<file path="src/rtl/seven_seg_scanner.sv">
// Time-multiplexed N-digit seven-segment driver: hex decode, blanking, decimal points,
// leading-zero suppression, PWM brightness and frame-synchronous capture of display inputs.
module seven_seg_scanner #(
  parameter int NUM_DIGITS  = 4,
  parameter int REFRESH_DIV = 100000,
  parameter int BRIGHT_W    = 4
) (
  input  logic                            clk,
  input  logic                            rst,
  input  logic                            en,
  input  logic [4*NUM_DIGITS-1:0]         value,
  input  logic [NUM_DIGITS-1:0]           dp_in,
  input  logic [NUM_DIGITS-1:0]           blank,
  input  logic                            lz_suppress,
  input  logic [BRIGHT_W-1:0]             brightness,
  output logic [6:0]                      seg,
  output logic                            dp_n,
  output logic [NUM_DIGITS-1:0]           anode,
  output logic [$clog2(NUM_DIGITS)-1:0]   digit_idx,
  output logic                            frame_tick
);

  localparam int PW = $clog2(REFRESH_DIV);
  localparam int IW = $clog2(NUM_DIGITS);

  logic [PW-1:0]           presc;
  logic [BRIGHT_W-1:0]     pwm_cnt;
  logic [4*NUM_DIGITS-1:0] sh_val;
  logic [NUM_DIGITS-1:0]   sh_dp;
  logic [NUM_DIGITS-1:0]   sh_blank;
  logic                    load_pending;

  logic                    slot_end;
  logic                    frame_end;
  logic                    lit;
  logic [3:0]              nib;
  logic [NUM_DIGITS-1:0]   lz_dark;

  // Segment pattern returned with seg[0]=a .. seg[6]=g, active-low.
  function automatic logic [6:0] decode(input logic [3:0] n);
    logic [6:0] abcdefg;
    logic [6:0] r;
    case (n)
      4'h0: abcdefg = 7'b0000001;
      4'h1: abcdefg = 7'b1001111;
      4'h2: abcdefg = 7'b0010010;
      4'h3: abcdefg = 7'b0000110;
      4'h4: abcdefg = 7'b1001100;
      4'h5: abcdefg = 7'b0100100;
      4'h6: abcdefg = 7'b0100000;
      4'h7: abcdefg = 7'b0001111;
      4'h8: abcdefg = 7'b0000000;
      4'h9: abcdefg = 7'b0000100;
      4'hA: abcdefg = 7'b0001000;
      4'hB: abcdefg = 7'b1100000;
      4'hC: abcdefg = 7'b0110001;
      4'hD: abcdefg = 7'b1000010;
      4'hE: abcdefg = 7'b0110000;
      default: abcdefg = 7'b0111000;
    endcase
    for (int unsigned b = 0; b < 7; b++) r[b] = abcdefg[6-b];
    return r;
  endfunction

  always_comb begin
    logic zero_run;
    zero_run  = 1'b1;
    lz_dark   = '0;
    slot_end  = (presc == PW'(REFRESH_DIV - 1));
    frame_end = slot_end && (digit_idx == IW'(NUM_DIGITS - 1));
    nib       = sh_val[4*digit_idx +: 4];
    // Walk from the most significant digit down; a digit is suppressed while every nibble
    // from it upward is zero. Digit 0 always shows.
    for (int unsigned k = 0; k < NUM_DIGITS; k++) begin
      zero_run = zero_run && (sh_val[4*(NUM_DIGITS-1-k) +: 4] == 4'h0);
      lz_dark[NUM_DIGITS-1-k] = lz_suppress && zero_run && (k != NUM_DIGITS - 1);
    end
    lit = en && !load_pending && !sh_blank[digit_idx] && !lz_dark[digit_idx]
          && (pwm_cnt <= brightness);
  end

  always_ff @(posedge clk) begin
    if (rst) begin
      presc        <= '0;
      digit_idx    <= '0;
      pwm_cnt      <= '0;
      sh_val       <= '0;
      sh_dp        <= '0;
      sh_blank     <= '0;
      load_pending <= 1'b1;
      anode        <= '1;
      seg          <= '1;
      dp_n         <= 1'b1;
      frame_tick   <= 1'b0;
    end else begin
      pwm_cnt      <= pwm_cnt + 1'b1;
      load_pending <= 1'b0;
      frame_tick   <= en && frame_end;

      if (!en) begin
        presc     <= '0;
        digit_idx <= '0;
      end else if (slot_end) begin
        presc     <= '0;
        digit_idx <= frame_end ? '0 : digit_idx + 1'b1;
      end else begin
        presc <= presc + 1'b1;
      end

      if (!en || frame_end || load_pending) begin
        sh_val   <= value;
        sh_dp    <= dp_in;
        sh_blank <= blank;
      end

      if (lit) begin
        anode <= ~(NUM_DIGITS'(1) << digit_idx);
        seg   <= decode(nib);
        dp_n  <= ~sh_dp[digit_idx];
      end else begin
        anode <= '1;
        seg   <= '1;
        dp_n  <= 1'b1;
      end
    end
  end

endmodule

</file>
<file path="config.mk">
export PLATFORM = sky130hd
export DESIGN_NAME = seven_seg_scanner
export DESIGN_NICKNAME = d
export VERILOG_FILES = /design/src/rtl/seven_seg_scanner.sv
export SDC_FILE = /design/constraint.sdc
export NUM_CORES = 1
export LEC_CHECK = 0
export ABC_AREA = 1
export CAP_MARGIN = 15
export CORE_MARGIN = 3
export CORE_UTILIZATION = 49
export CTS_BUF_LIST = sky130_fd_sc_hd__clkbuf_8 sky130_fd_sc_hd__clkbuf_16
export DETAILED_ROUTE_END_ITERATION = 8
export GPL_TIMING_DRIVEN = 0
export PLACE_DENSITY = 0.76
export RECOVER_POWER = 25
export SETUP_SLACK_MARGIN = 0.05
export SYNTH_ARGS = -nofsm -noshare
export SYNTH_HDL_FRONTEND = slang
export SYNTH_SLANG_ARGS = --single-unit
</file>
<file path="constraint.sdc">
create_clock -name clk -period 2.1 [get_ports clk]
set_clock_uncertainty 0.2 [all_clocks]
set_input_delay 0.21 -clock clk [delete_from_list [all_inputs] [get_ports clk]]
set_output_delay 0.21 -clock clk [all_outputs]
set_load 0.02 [all_outputs]
</file>
==> impl_metrics.ini <==
[cts]
clk_pin_slew_ps = 70
cts-root-buf = clkbuf_8
cts_tree = done
clock-sinks = 61
clockBufferDepth = 2
clock_latency_ps = 340
cts-buffers-inserted = 9
cts.htree.levels = 3

[drt]
post_drt_wl_per_cell_microns = 12.5
drt_wl_total_microns = 7450
drtAntennaViolNets = 0
routed_via_density = 5.08
drcViolationCount = 0
vias = 3031
drt_iter0_drc = 194
dr.pass1.iters = 5

[floorplan]
start_util = 0.523
num_rows = 28
core_sq_um = 6130
die_h_microns = 86.9
die_w_microns = 86.9
io_pins = 47
die_area_sq_um = 7560

[timing]
min_period_ps = 1970
setup_viol = 0
final_hold_viol_count = 0
timing.slew.headroom = 0.660
fin_crit_sh = 0.938
whs_ps = 227
finalMaxSlewViolations = 0
fmax_mhz = 508
worst_pin_slew_ps = 508
grt_setup_unrepaired = yes
setup_tns_ps = 0

[synth]
synthArstFlopShare = 0
ys_seq_area_frac = 0.381
synth-edff-count = 0
synthTopCellsByArea = dfxtp_1, nand2_1, nand3_1, inv_1, nor2_1
ys_warn_count = 0
synth_area_per_cell_sq_um = 7.02
syn-instance-count = 457
synth_top_area_cell = dfxtp_1
ys_seq_elements = 61
ys_top_cells_by_count = nand2_1, dfxtp_1, inv_1, nor2_1, nand3_1
syn_nets = 505
synth.most_common_cell = nand2_1
synth_area_sq_um = 3210
synth_top_area_share = 0.381
ys.flop_type = dfxtp_1
ys_types = 25

[cells_and_area]
finalNetCount = 565
insertedDiodeCount = 0
layout-drive-gt1-share = 0.157
design_area_sq_um = 4130
syn2layout_area_growth_pct = 28.8
nFillCells = 519
fin_util = 0.674

[grt]
grt.total_usage = 0.207
grt_pass1_vias = 2827
grt_max_degree = 12
grt_pass1_wl_microns = 12400
overflow = 0
antenna_found_initial = 0

[status]
status = complete, no violations

[critical_path]
cp_max_fo = 10
r2r_slack_ps = 130
cp-start-kind = flip-flop
endpoint_kind = flip-flop
crit_required_ps = 2130
max_stage_delay_ps = 350
cp_cell_sequence = buf_8 -> buf_8 -> nand2_2 -> o21ai_2 -> o21ai_2 -> inv_2 -> ha_2 -> inv_2 -> nand3_2 -> nand3_2 -> nand2_1 -> inv_1 -> nand2_1
cp.arrival_ps = 2000
worst-setup-path-type = reg -> reg
critPathSlowestCell = dfxtp_4

[power]
p_seq_frac = 0.446
p_comb_frac = 0.127
leakage_nw = 1.74
switching_power_w = 0.000660
peakVddDrop_uv = 447
pwr-share-clk = 0.427
power_per_cell_area_nw_per_um2 = 665
intPower_w = 0.00209
switching_share = 0.240

[job]
cap_violations = 0

[placed_design]
routabilityCongestion = 0.911
portBuffers = 46
hpwl_microns = 5310
place_area_sq_um = 3770

[hold_path]
min_path_type = reg -> reg
[final timing paths]
check / startpoint / end / depth (start not counted)
max: digit_idx[0] / seg[0] / 13
min: presc[0] / presc[0] / 1
max reg2reg: digit_idx[0] / seg[0] / 13
min reg2reg: presc[0] / presc[0] / 1
[per-stage QoR]
step,cells,setup WS [ps],total power [W]
after floorplan,457,52.9,0.00145
after global placement,578,-138,0.00157
after detailed placement,578,-175,0.00157
after CTS,596,59.0,0.00275
after global routing,597,20.7,0.00287
final,597,131,0.00275
[layer usage]
metal | share of wire | up-vias | track usage
met2 | 0.45 | 89 | 0.328
li1 | - | 1569 | -
met4 | 0.015 | 0 | 0.0722
met5 | 0 | - | 0
met3 | 0.069 | 10 | 0.0691
met1 | 0.46 | 1363 | 0.262
[critical path, delay by kind of cell, from the launching register on]
kind	cells	cell delay, ps
AO/OA/AOI/OAI	2	270
adder cells (fa/ha/maj)	1	200
buffers and inverters	5	510
flip-flops	1	350
AND/OR/NAND/NOR	5	330
[power by group through the flow]
stage	logic [W]	registers [W]	clock network [W]
global route	0.000396	0.00123	0.00124
CTS	0.000330	0.00123	0.00119
finish	0.000349	0.00123	0.00117
floorplan	0.000194	0.00126	0
detailed placement	0.000322	0.00125	0
global placement	0.000315	0.00125	0
[area by class of cell]
| cell class | instances | area, sq um | area share |
|---|---|---|---|
| timing repair buffer | 49 | 487 | 0.118 |
| multi-input combinational | 314 | 1730 | 0.418 |
| clock inverter | 5 | 73.8 | 0.0179 |
| clock buffer | 11 | 151 | 0.0366 |
| tap | 75 | 93.8 | 0.0227 |
| sequential | 61 | 1230 | 0.297 |
| inverter | 65 | 249 | 0.0602 |
| buffer | 17 | 126 | 0.0306 |
[flip-flops by register name, summed over array words and instances, names as in the netlist]
signal,cells
pwm_cnt,4
presc,17
seg,7
sh_blank,4
frame_tick,1
digit_idx,2
load_pending,1
sh_val,16
sh_dp,4
anode,4
dp_n,1
[what timing repair did]
| item | 4_1_cts | 5_1_grt |
|---|---|---|
| resized for setup | 5 | 25 |
| cloned | 0 | 0 |
| setup buffers | 2 | 1 |
| pin swaps | 2 | 3 |
| setup endpoints to repair | 7 | 37 |
| hold buffers | 0 | 0 |
[kinds of logic (layout without fill, tap and decap cells)]
logic type,count (synthesis),in the layout,share of synthesized area
fa+ha+maj,16,16,0.0624
simple gates,232,232,0.310
buf+inv,82,147,0.111
compound gates,59,59,0.117
flops,61,61,0.381
xor+xnor,7,7,0.0191
[cell usage in the layout (no fill, tap or decap), drive strengths merged]
master	netlist	routed
a21oi	40	40
nand2	97	97
inv	65	66
nand3	55	55
clkdlybuf4s50	0	32
nor3b	1	1
nor2	60	60
clkbuf	4	15
o21ai	18	18
ha	16	16
xor2	5	5
buf	13	16
nor3	12	12
xnor2	2	2
a32oi	1	1
dfxtp	61	61
nand4	7	7
dlygate4sd3	0	14
clkinv	0	2
bufinv	0	2
No activity file was read; power rests on OpenSTA's default activity.
